--- src/rtl/line_mode_planner.sv ---
// rtl/line_mode_planner.sv - mode/lastMode planner for the two-wheel motor driver
// Filters the IR line sensor, runs the start countdown, tracks the line and handles junctions.
module line_mode_planner #(
  parameter int FILTER_CYCLES = 16,
  parameter int COUNT_CYCLES  = 300_000_000,
  parameter int TURN_CYCLES   = 20_000_000,
  parameter int LOST_CYCLES   = 50_000_000
) (
  input  logic       clk,
  input  logic       rst,
  input  logic       start,
  input  logic [2:0] sensor,
  input  logic [1:0] turn_cmd,
  output logic [4:0] mode,
  output logic [4:0] lastMode,
  output logic [3:0] junction_cnt
);

  localparam logic [4:0] S_IDLE         = 5'd0;
  localparam logic [4:0] S_START        = 5'd1;
  localparam logic [4:0] S_COUNT        = 5'd2;
  localparam logic [4:0] S_STRAIGHT     = 5'd3;
  localparam logic [4:0] S_CHOOSE       = 5'd4;
  localparam logic [4:0] S_LEFT         = 5'd5;
  localparam logic [4:0] S_RIGHT        = 5'd6;
  localparam logic [4:0] S_LITTLE_LEFT  = 5'd8;
  localparam logic [4:0] S_LITTLE_RIGHT = 5'd9;
  localparam logic [4:0] S_STOP         = 5'd30;
  localparam logic [4:0] S_ERROR        = 5'd31;

  localparam int CNT_MAX_A = (COUNT_CYCLES > LOST_CYCLES) ? COUNT_CYCLES : LOST_CYCLES;
  localparam int CNT_MAX   = (CNT_MAX_A > TURN_CYCLES) ? CNT_MAX_A : TURN_CYCLES;
  localparam int CNT_W     = $clog2(CNT_MAX) + 1;
  localparam int STAB_W    = $clog2(FILTER_CYCLES + 1);

  localparam logic [CNT_W-1:0]  COUNT_LAST = CNT_W'(COUNT_CYCLES - 1);
  localparam logic [CNT_W-1:0]  TURN_LAST  = CNT_W'(TURN_CYCLES - 1);
  localparam logic [CNT_W-1:0]  LOST_LAST  = CNT_W'(LOST_CYCLES - 1);
  localparam logic [CNT_W-1:0]  CNT_SAT    = CNT_W'(CNT_MAX);
  localparam logic [STAB_W-1:0] STAB_FULL  = STAB_W'(FILTER_CYCLES);
  localparam logic [STAB_W-1:0] STAB_LAST  = STAB_W'(FILTER_CYCLES - 1);

  logic [2:0]        r_sync1;
  logic [2:0]        r_sync2;
  logic [2:0]        r_cand;
  logic [2:0]        r_filt;
  logic [STAB_W-1:0] r_stab;

  logic [4:0]        r_mode;
  logic [4:0]        r_last;
  logic [3:0]        r_jcnt;
  logic [1:0]        r_cmd;
  logic [CNT_W-1:0]  r_cnt;
  logic              r_start_d;

  logic [4:0]        w_next;
  logic              w_start_rise;
  logic              w_lost_hit;
  logic              w_changing;
  logic              w_tracking;

  assign mode         = r_mode;
  assign lastMode     = r_last;
  assign junction_cnt = r_jcnt;

  // r_cand holds the synced value being qualified; r_filt only follows it after a full stable run.
  always_ff @(posedge clk) begin
    if (rst) begin
      r_sync1 <= 3'b010;
      r_sync2 <= 3'b010;
      r_cand  <= 3'b010;
      r_filt  <= 3'b010;
      r_stab  <= '0;
    end else begin
      r_sync1 <= sensor;
      r_sync2 <= r_sync1;
      if (r_sync2 != r_cand) begin
        r_cand <= r_sync2;
        r_stab <= STAB_W'(1);
        if (FILTER_CYCLES <= 1) r_filt <= r_sync2;
      end else if (r_stab != STAB_FULL) begin
        r_stab <= r_stab + 1'b1;
        if (r_stab == STAB_LAST) r_filt <= r_cand;
      end
    end
  end

  assign w_start_rise = start & ~r_start_d;
  assign w_lost_hit   = (r_cnt == LOST_LAST);
  assign w_changing   = (w_next != r_mode);
  assign w_tracking   = (r_mode == S_STRAIGHT) || (r_mode == S_LITTLE_LEFT) ||
                        (r_mode == S_LITTLE_RIGHT);

  always_comb begin
    w_next = r_mode;
    case (r_mode)
      S_IDLE, S_STOP, S_ERROR: begin
        if (w_start_rise) w_next = S_START;
      end
      S_START: w_next = S_COUNT;
      S_COUNT: begin
        if (r_cnt == COUNT_LAST) w_next = S_STRAIGHT;
      end
      S_STRAIGHT, S_LITTLE_LEFT, S_LITTLE_RIGHT: begin
        case (r_filt)
          3'b000:         if (w_lost_hit) w_next = S_ERROR;
          3'b010:         w_next = S_STRAIGHT;
          3'b110, 3'b100: w_next = S_LITTLE_LEFT;
          3'b011, 3'b001: w_next = S_LITTLE_RIGHT;
          3'b111:         w_next = S_CHOOSE;
          default:        w_next = r_mode;
        endcase
      end
      S_CHOOSE: begin
        if (r_filt != 3'b111) begin
          case (r_cmd)
            2'b00:   w_next = S_STRAIGHT;
            2'b01:   w_next = S_LEFT;
            2'b10:   w_next = S_RIGHT;
            default: w_next = S_STOP;
          endcase
        end
      end
      S_LEFT, S_RIGHT: begin
        // Timeout beats the exit check so a too-short LOST_CYCLES always ends in ERROR.
        if (w_lost_hit) w_next = S_ERROR;
        else if ((r_cnt >= TURN_LAST) && (r_filt == 3'b010)) w_next = S_STRAIGHT;
      end
      default: w_next = S_IDLE;
    endcase
  end

  always_ff @(posedge clk) begin
    if (rst) begin
      r_mode    <= S_IDLE;
      r_last    <= 5'd0;
      r_jcnt    <= 4'd0;
      r_cmd     <= 2'b00;
      r_cnt     <= '0;
      r_start_d <= 1'b0;
    end else begin
      r_start_d <= start;
      r_mode    <= w_next;
      r_last    <= w_changing ? r_mode : 5'd0;

      if (r_mode == S_START) begin
        r_jcnt <= 4'd0;
      end else if ((w_next == S_CHOOSE) && (r_mode != S_CHOOSE)) begin
        r_cmd <= turn_cmd;
        if (r_jcnt != 4'hF) r_jcnt <= r_jcnt + 4'd1;
      end

      // One shared counter: countdown in COUNT, lost-line run while tracking, turn time in LEFT/RIGHT.
      if (w_changing) begin
        r_cnt <= '0;
      end else if ((r_mode == S_COUNT) || (r_mode == S_LEFT) || (r_mode == S_RIGHT)) begin
        if (r_cnt != CNT_SAT) r_cnt <= r_cnt + 1'b1;
      end else if (w_tracking) begin
        if (r_filt != 3'b000) r_cnt <= '0;
        else if (r_cnt != CNT_SAT) r_cnt <= r_cnt + 1'b1;
      end else begin
        r_cnt <= '0;
      end
    end
  end

endmodule

--- config.mk ---
export PLATFORM = sky130hd
export DESIGN_NAME = line_mode_planner
export DESIGN_NICKNAME = d
export VERILOG_FILES = /design/src/rtl/line_mode_planner.sv
export SDC_FILE = /design/constraint.sdc
export NUM_CORES = 1
export LEC_CHECK = 0
export ABC_CLOCK_PERIOD_IN_PS = 7450
export CORE_UTILIZATION = 25
export CTS_BUF_LIST = sky130_fd_sc_hd__clkbuf_16
export DETAILED_ROUTE_END_ITERATION = 6
export GPL_ROUTABILITY_DRIVEN = 0
export PLACE_DENSITY_LB_ADDON = 0.05
export SLEW_MARGIN = 25
export SYNTH_ARGS = -nofsm -noshare
export SYNTH_HDL_FRONTEND = slang
export SYNTH_SLANG_ARGS = --single-unit
--- constraint.sdc ---
create_clock -name clk -period 7.45 [get_ports clk]
set_input_delay 0.745 -clock clk [delete_from_list [all_inputs] [get_ports clk]]
set_output_delay 0.745 -clock clk [all_outputs]
set_load 0.02 [all_outputs]
==> results.py, run 1 <==
metrics = {
    "detailed_routing": {
        "drt-total-wl_mm": 9.679,
        "vias_per_cell": 5.020,
        "drt_iter0_drc": 146,
        "drc_errors": 0,
        "vias": 3022,
        "wl_per_cell_um": 16.08,
        "ant_nets": 0,
        "dr.pass1.iters": 4,
    },
    "clocking": {
        "htreeDepth": 3,
        "clk_latency_ns": 0.34,
        "cts.sinks": 64,
        "cts_hold_buf": 0,
        "clk_pin_slew_worst_paths_ns": 0.06,
        "cts_tree": "built",
        "ctsResizeCount": 0,
        "cts_root_buf": "clkbuf_16",
        "numCtsBuffers": 9,
        "cts_setup_buffers": 0,
        "clock_path_buffers": 2,
    },
    "floorplanning": {
        "die_y_um": 120.8,
        "initial_core_util_pct": 25.54,
        "rows": 43,
        "core_area_um2": 13830,
        "die_area_um2": 14600,
        "die_w_um": 120.8,
        "io_pins": 22,
    },
    "power": {
        "seqPwrFrac_pct": 42.0,
        "p_sw_w": 0.0002182,
        "power_density_nw_per_um2": 200.5,
        "power_w": 0.0008416,
        "ir_worst_vdd_mv": 0.09113,
        "internal_power_w": 0.0006234,
        "comb_power_share_pct": 8.2,
        "switching_share_pct": 25.92,
        "pwr-share-clk_pct": 49.8,
        "power_leakage_nw": 1.415,
    },
    "placement": {
        "placed_cells": 586,
        "port_buffers": 21,
        "dp_hpwl_mm": 6.521,
    },
    "timing": {
        "min_period_ns": 3.248,
        "slew_viol_final": 0,
        "hold_violations": 0,
        "setup_violations": 0,
        "worst_pin_slew_ns": 1.002,
        "max_freq_ghz": 0.3079,
        "fin_hold_ws_ns": 0.4257,
        "setup_tns_ns": 0,
        "grt_setup_unrepaired": "false",
        "min_period_over_period_pct": 43.60,
        "clock_skew_ns": 0.01111,
        "slew_headroom_pct": 33.08,
    },
    "synthesis": {
        "synth_ff_type": "dfxtp_1",
        "syn_area_um2": 3531,
        "synth_seq_cells": 64,
        "synthesis.nets": 419,
        "synthArstFlopShare_pct": 0,
        "synth_edf_count": 0,
        "synth_cells": 403,
        "synth.yosys.warnings": 0,
        "synth_cell_type_count": 66,
        "avgSynthCellArea_um2": 8.762,
        "yosysSeqAreaShare_pct": 36.29,
    },
    "finish": {
        "fin_cells": 602,
        "nets": 433,
        "drive_gt1_share_pct": 9.242,
        "area_growth_pct": 18.89,
        "num-fill-cells": 1466,
        "mostFrequentLayoutCells": "64 x dfxtp_1, 35 x nand2_1, 30 x nor4_1",
        "fin_util_pct": 30.36,
        "final_common_cell": "dfxtp_1",
        "num_antenna_cells": 0,
    },
    "critical_path": {
        "crit_path_start_kind": "input pin",
        "cp_max_fo": 34,
        "crit_path_end_kind": "flip-flop",
        "crit_type": "input pin to flip-flop",
        "arrival_ns": 3.48,
        "required_ns": 7.69,
    },
    "global_route": {
        "antenna_found_initial": 0,
        "grt_pass1_vias": 2872,
        "grt_first_pass_wirelength_mm": 15.88,
        "track_usage_pct": 14.30,
        "grt_max_degree": 35,
        "overflow": 0,
    },
    "run": {
        "drv_cap": 0,
    },
    "run_status": {
        "outcome": "complete, no violations",
    },
    "hold_path": {
        "hold_class": "flip-flop to flip-flop",
    },
}
final timing paths:
path | from | endpoint | slack (ns) | cells past startpoint
worst max-delay path | start | r_cnt[11] | 4.20 | 8
worst min-delay path | r_sync1[1] | r_sync2[1] | 0.43 | 1
worst max register to register | mode[0] | r_cnt[11] | 4.27 | 7
worst min register to register | r_sync1[1] | r_sync2[1] | 0.43 | 1
worst max-delay path: stages:
cell and delay (ns):
clkdlybuf4s50_1 0.49, inv_1 0.06, o21ai_0 0.54, o2111ai_1 0.27
a31o_2 0.29, mux2_2 0.24, nand2_2 0.42, nor4_1 0.43
sequential cells by signal, summed over array words and instances (netlist names):
name	cells
lastMode	5
r_cmd	2
junction_cnt	4
r_filt	3
r_cand	3
mode	5
r_cnt	30
r_start_d	1
r_sync2	3
r_stab	5
r_sync1	3
kinds of logic (layout without fill, tap and decap cells):
family	after synthesis	in the layout	synth area share, %
buffers and inverters	34	53	3.969
XOR/XNOR	36	36	9.143
AND/OR/NAND/NOR	201	201	33.17
flip-flops	64	64	36.29
adder cells (fa/ha/maj)	8	8	2.835
AO/OA/AOI/OAI	49	49	11.45
multiplexers	11	11	3.154
synth_stat cells, types with 2 or more instances:
cell       instances  share of area [%]
nand3_1           16                2.3
nand4b_1           2               0.50
ha_1               8                2.8
a21oi_1           10                1.4
a221oi_1           2               0.50
nor2_1            22                2.3
or3_1              5               0.89
a31oi_1            4               0.71
buf_2              9                1.3
and4_4             2               0.64
o32ai_1            2               0.50
o31ai_1            2               0.43
nor3b_1            2               0.43
a31o_2             2               0.50
or4_1              3               0.64
o211a_1            3               0.85
xor2_1            15                3.7
clkbuf_1          10                1.1
o2111ai_1          2               0.50
and4_1             9                2.2
and3_1            15                2.7
mux2i_1           10                2.8
nand4_1            8                1.4
and2_1             4               0.71
nor4_1            30                5.3
nor2b_1            8                1.4
xnor2_1           20                5.0
inv_1             14                1.5
nand2_1           35                3.7
nor4_2             2               0.71
nand2b_1           3               0.53
nand3b_1           3               0.64
nor4b_1            2               0.50
dfxtp_1           64                 36
nor3_1            16                2.3
o21ai_0            6               0.85
or2_2              4               0.71
per-stage QoR:
stage	instance area, um2	setup WS (ns)
after detailed placement	3909	3.845
after global placement	3909	3.921
final	4198	4.202
after global routing	4198	3.939
after CTS	4198	4.190
after floorplan	3531	4.829
routing by layer:
layer | routed length [um] | vias up | GRT usage (%) | part of all wire [%]
met4 | 150 | 0 | 5.941 | 1.5
met2 | 4501 | 49 | 22.71 | 47
met3 | 323 | 12 | 3.774 | 3.3
met5 | 0 | - | 0 | 0
met1 | 4703 | 1434 | 18.19 | 49
li1 | - | 1527 | - | -
layout make-up:
class	count	area, um2	area share [%]
Multi-Input combinational cell	305	2125	50.61
Inverter	14	52.55	1.252
Sequential cell	64	1281	30.52
Clock buffer	9	225.2	5.365
Timing Repair Buffer	23	225.2	5.365
Clock inverter	7	63.81	1.520
Tap cell	180	225.2	5.365
power by group through the flow:
stage | logic, W | clock network, W | registers, W
final | 0.0000694 | 0.000419 | 0.000353
after global routing | 0.0000776 | 0.000447 | 0.000354
after CTS | 0.0000707 | 0.000434 | 0.000353
after detailed placement | 0.0000707 | 0 | 0.000361
after global placement | 0.0000711 | 0 | 0.000361
after floorplan | 0.0000499 | 0 | 0.000359
Note: power is estimated with default switching activity, not from simulation.
==> inputs of run 2 (changes only) <==
--- a/config.mk
+++ b/config.mk
@@ -5,7 +5,7 @@
 export SDC_FILE = /design/constraint.sdc
 export NUM_CORES = 1
 export LEC_CHECK = 0
-export ABC_CLOCK_PERIOD_IN_PS = 7450
+export ABC_CLOCK_PERIOD_IN_PS = 3000
 export CORE_UTILIZATION = 25
 export CTS_BUF_LIST = sky130_fd_sc_hd__clkbuf_16
 export DETAILED_ROUTE_END_ITERATION = 6
==> constraint.sdc (replaced) <==
create_clock -name clk -period 3 [get_ports clk]
set_input_delay 0.3 -clock clk [delete_from_list [all_inputs] [get_ports clk]]
set_output_delay 0.3 -clock clk [all_outputs]
set_load 0.02 [all_outputs]
==> results.py, run 2 (same netlist as run 1, synthesis figures left out) <==
metrics = {
    "critical_path": {
        "slowest_delay_ns": 0.43,
        "crit_path_end_kind": "flip-flop",
        "path_buf_inv": 1,
        "required_ns": 3.28,
        "cp_max_fo": 7,
        "worstPathCellList": "buf_4, ha_1, or2_2, or3_1, a31o_2, a21oi_1, nand4_1, or4_1, a21oi_1",
        "worstReg2RegEnd": "junction_cnt[0]",
        "cpLargestDelayFamily": "simple AND/OR/NAND/NOR gates",
        "crit_start": "r_filt[2]",
        "timing.rr.start": "r_filt[2]",
        "reg2reg_depth": 9,
        "arrival_ns": 3.10,
        "cp_slowest_cell": "or4_1",
        "crit_type": "flip-flop to flip-flop",
        "cpMostUsedCell": "a21oi_1",
        "r2r_slack_ns": 0.18,
        "crit_path_end": "junction_cnt[0]",
        "crit_cells": 9,
        "crit_path_start_kind": "flip-flop",
    },
    "floorplanning": {
        "die_w_um": 120.8,
        "core_area_um2": 13830,
        "die_y_um": 120.8,
        "die_area_um2": 14600,
        "rows": 43,
        "io_pins": 22,
        "initial_core_util_pct": 25.54,
    },
    "global_route": {
        "track_usage_pct": 14.71,
        "overflow": 0,
        "grt_first_pass_wirelength_mm": 16.37,
        "grt_pass1_vias": 3055,
        "grt_max_degree": 31,
        "antenna_found_initial": 0,
    },
    "detailed_routing": {
        "wl_per_cell_um": 15.91,
        "drc_errors": 0,
        "drt_iter0_drc": 126,
        "dr.pass1.iters": 4,
        "ant_nets": 0,
        "vias": 3144,
        "vias_per_cell": 5.055,
        "drt-total-wl_mm": 9.899,
    },
    "clocking": {
        "cts.sinks": 64,
        "numCtsBuffers": 9,
        "clk_latency_ns": 0.34,
        "cts_tree": "built",
        "cts_root_buf": "clkbuf_16",
        "cts_hold_buf": 0,
        "clock_path_buffers": 2,
        "clk_pin_slew_worst_paths_ns": 0.06,
        "htreeDepth": 3,
    },
    "placement": {
        "dp_hpwl_mm": 7.013,
        "port_buffers": 21,
        "dpl_worst_slack_ns": 0.1277,
    },
    "run": {
        "drv_cap": 0,
    },
    "finish": {
        "largest_register_ffs": 30,
        "final_common_cell": "dfxtp_1",
        "mostFrequentLayoutCells": "63 x dfxtp_1, 35 x nand2_1, 30 x nor4_1",
        "drive_gt1_share_pct": 13.80,
        "num_antenna_cells": 0,
        "area_growth_pct": 24.84,
        "top_register": "r_cnt",
        "nets": 453,
    },
    "timing": {
        "slew_viol_final": 0,
        "min_period_over_period_pct": 94.00,
        "max_freq_ghz": 0.3546,
        "fin_ws_ns": 0.1801,
        "grt_setup_unrepaired": "false",
        "slew_headroom_pct": 60.52,
        "setup_violations": 0,
        "setup_tns_ns": 0,
        "worst_pin_slew_ns": 0.5912,
        "clock_skew_ns": 0.003934,
        "min_period_ns": 2.820,
        "hold_violations": 0,
        "fin_hold_ws_ns": 0.4401,
    },
    "run_status": {
        "outcome": "complete, no violations",
    },
    "hold_path": {
        "hold_class": "flip-flop to flip-flop",
    },
    "power": {
        "power_density_nw_per_um2": 509.0,
        "ir_worst_vdd_mv": 0.3315,
        "power_leakage_nw": 1.530,
    },
}
==> run 2: routing by layer <==
metal	wire length, um	global-route usage (%)	share of wire, %	up-vias
met5	0	0	0	-
met2	4677	23.68	47	45
met4	197	6.250	2.0	0
met1	4677	18.16	47	1515
met3	346	4.292	3.5	17
li1	-	-	-	1567
==> run 2: how the worst min path moves through the flow <==
stage / cells after the start / slack (ns) / endpoint / from
finish: 1 / 0.44 / r_sync2[1] / r_sync1[1]
global route: 1 / 0.46 / r_sync2[1] / r_sync1[1]
CTS: 1 / 0.44 / r_sync2[1] / r_sync1[1]
detailed placement: 1 / 0.43 / r_sync2[1] / r_sync1[1]
global placement: 1 / 0.41 / r_sync2[1] / r_sync1[1]
floorplan: 1 / 0.37 / r_cand[0] / rst
==> run 2: layout make-up <==
type	instances	area [um2]
well taps	180	225.2
clock buffers	9	225.2
repair buffers	43	412.9
flip-flops and latches	64	1282
inverters	14	52.55
fillers	1436	9419
clock inverters	7	96.34
multi-input cells	305	2113
==> run 2: power by group <==
group | internal [W] | leakage (nW) | total [W] | switching, W
logic | 0.0000909 | 0.862 | 0.000226 | 0.000135
registers | 0.000862 | 0.519 | 0.000873 | 0.0000110
clock network | 0.000727 | 0.149 | 0.00115 | 0.000418
total | 0.00168 | 1.53 | 0.00224 | 0.000564
==> run 2: per-stage QoR <==
| step | std cells | area, um2 | power [W] | utilization, % |
|---|---|---|---|---|
| finish | 622 | 4408 | 0.002244 | 31.88 |
| global route | 622 | 4408 | 0.002335 | 31.88 |
| CTS | 621 | 4399 | 0.002277 | 31.82 |
| detailed placement | 605 | 4078 | 0.001116 | 29.49 |
| global placement | 605 | 4078 | 0.001118 | 29.49 |
| floorplan | 403 | 3531 | 0.001014 | - |
==> run 2: timing repair <==
action,4_1_cts,5_1_grt
buffers inserted,0,1
setup endpoints to repair,0,30
resized for setup,0,1
==> inputs of run 3 (changes only) <==
--- a/config.mk
+++ b/config.mk
@@ -8,6 +8,7 @@
 export ABC_CLOCK_PERIOD_IN_PS = 3000
 export CORE_UTILIZATION = 25
 export CTS_BUF_LIST = sky130_fd_sc_hd__clkbuf_16
+export CTS_CLUSTER_SIZE = 16
 export DETAILED_ROUTE_END_ITERATION = 6
 export GPL_ROUTABILITY_DRIVEN = 0
 export PLACE_DENSITY_LB_ADDON = 0.05
@@ -15,3 +16,4 @@
 export SYNTH_ARGS = -nofsm -noshare
 export SYNTH_HDL_FRONTEND = slang
 export SYNTH_SLANG_ARGS = --single-unit
+export TNS_END_PERCENT = 5
==> results of run 3 <==
Final layout, timing and power as in run 2 (identical DEF).
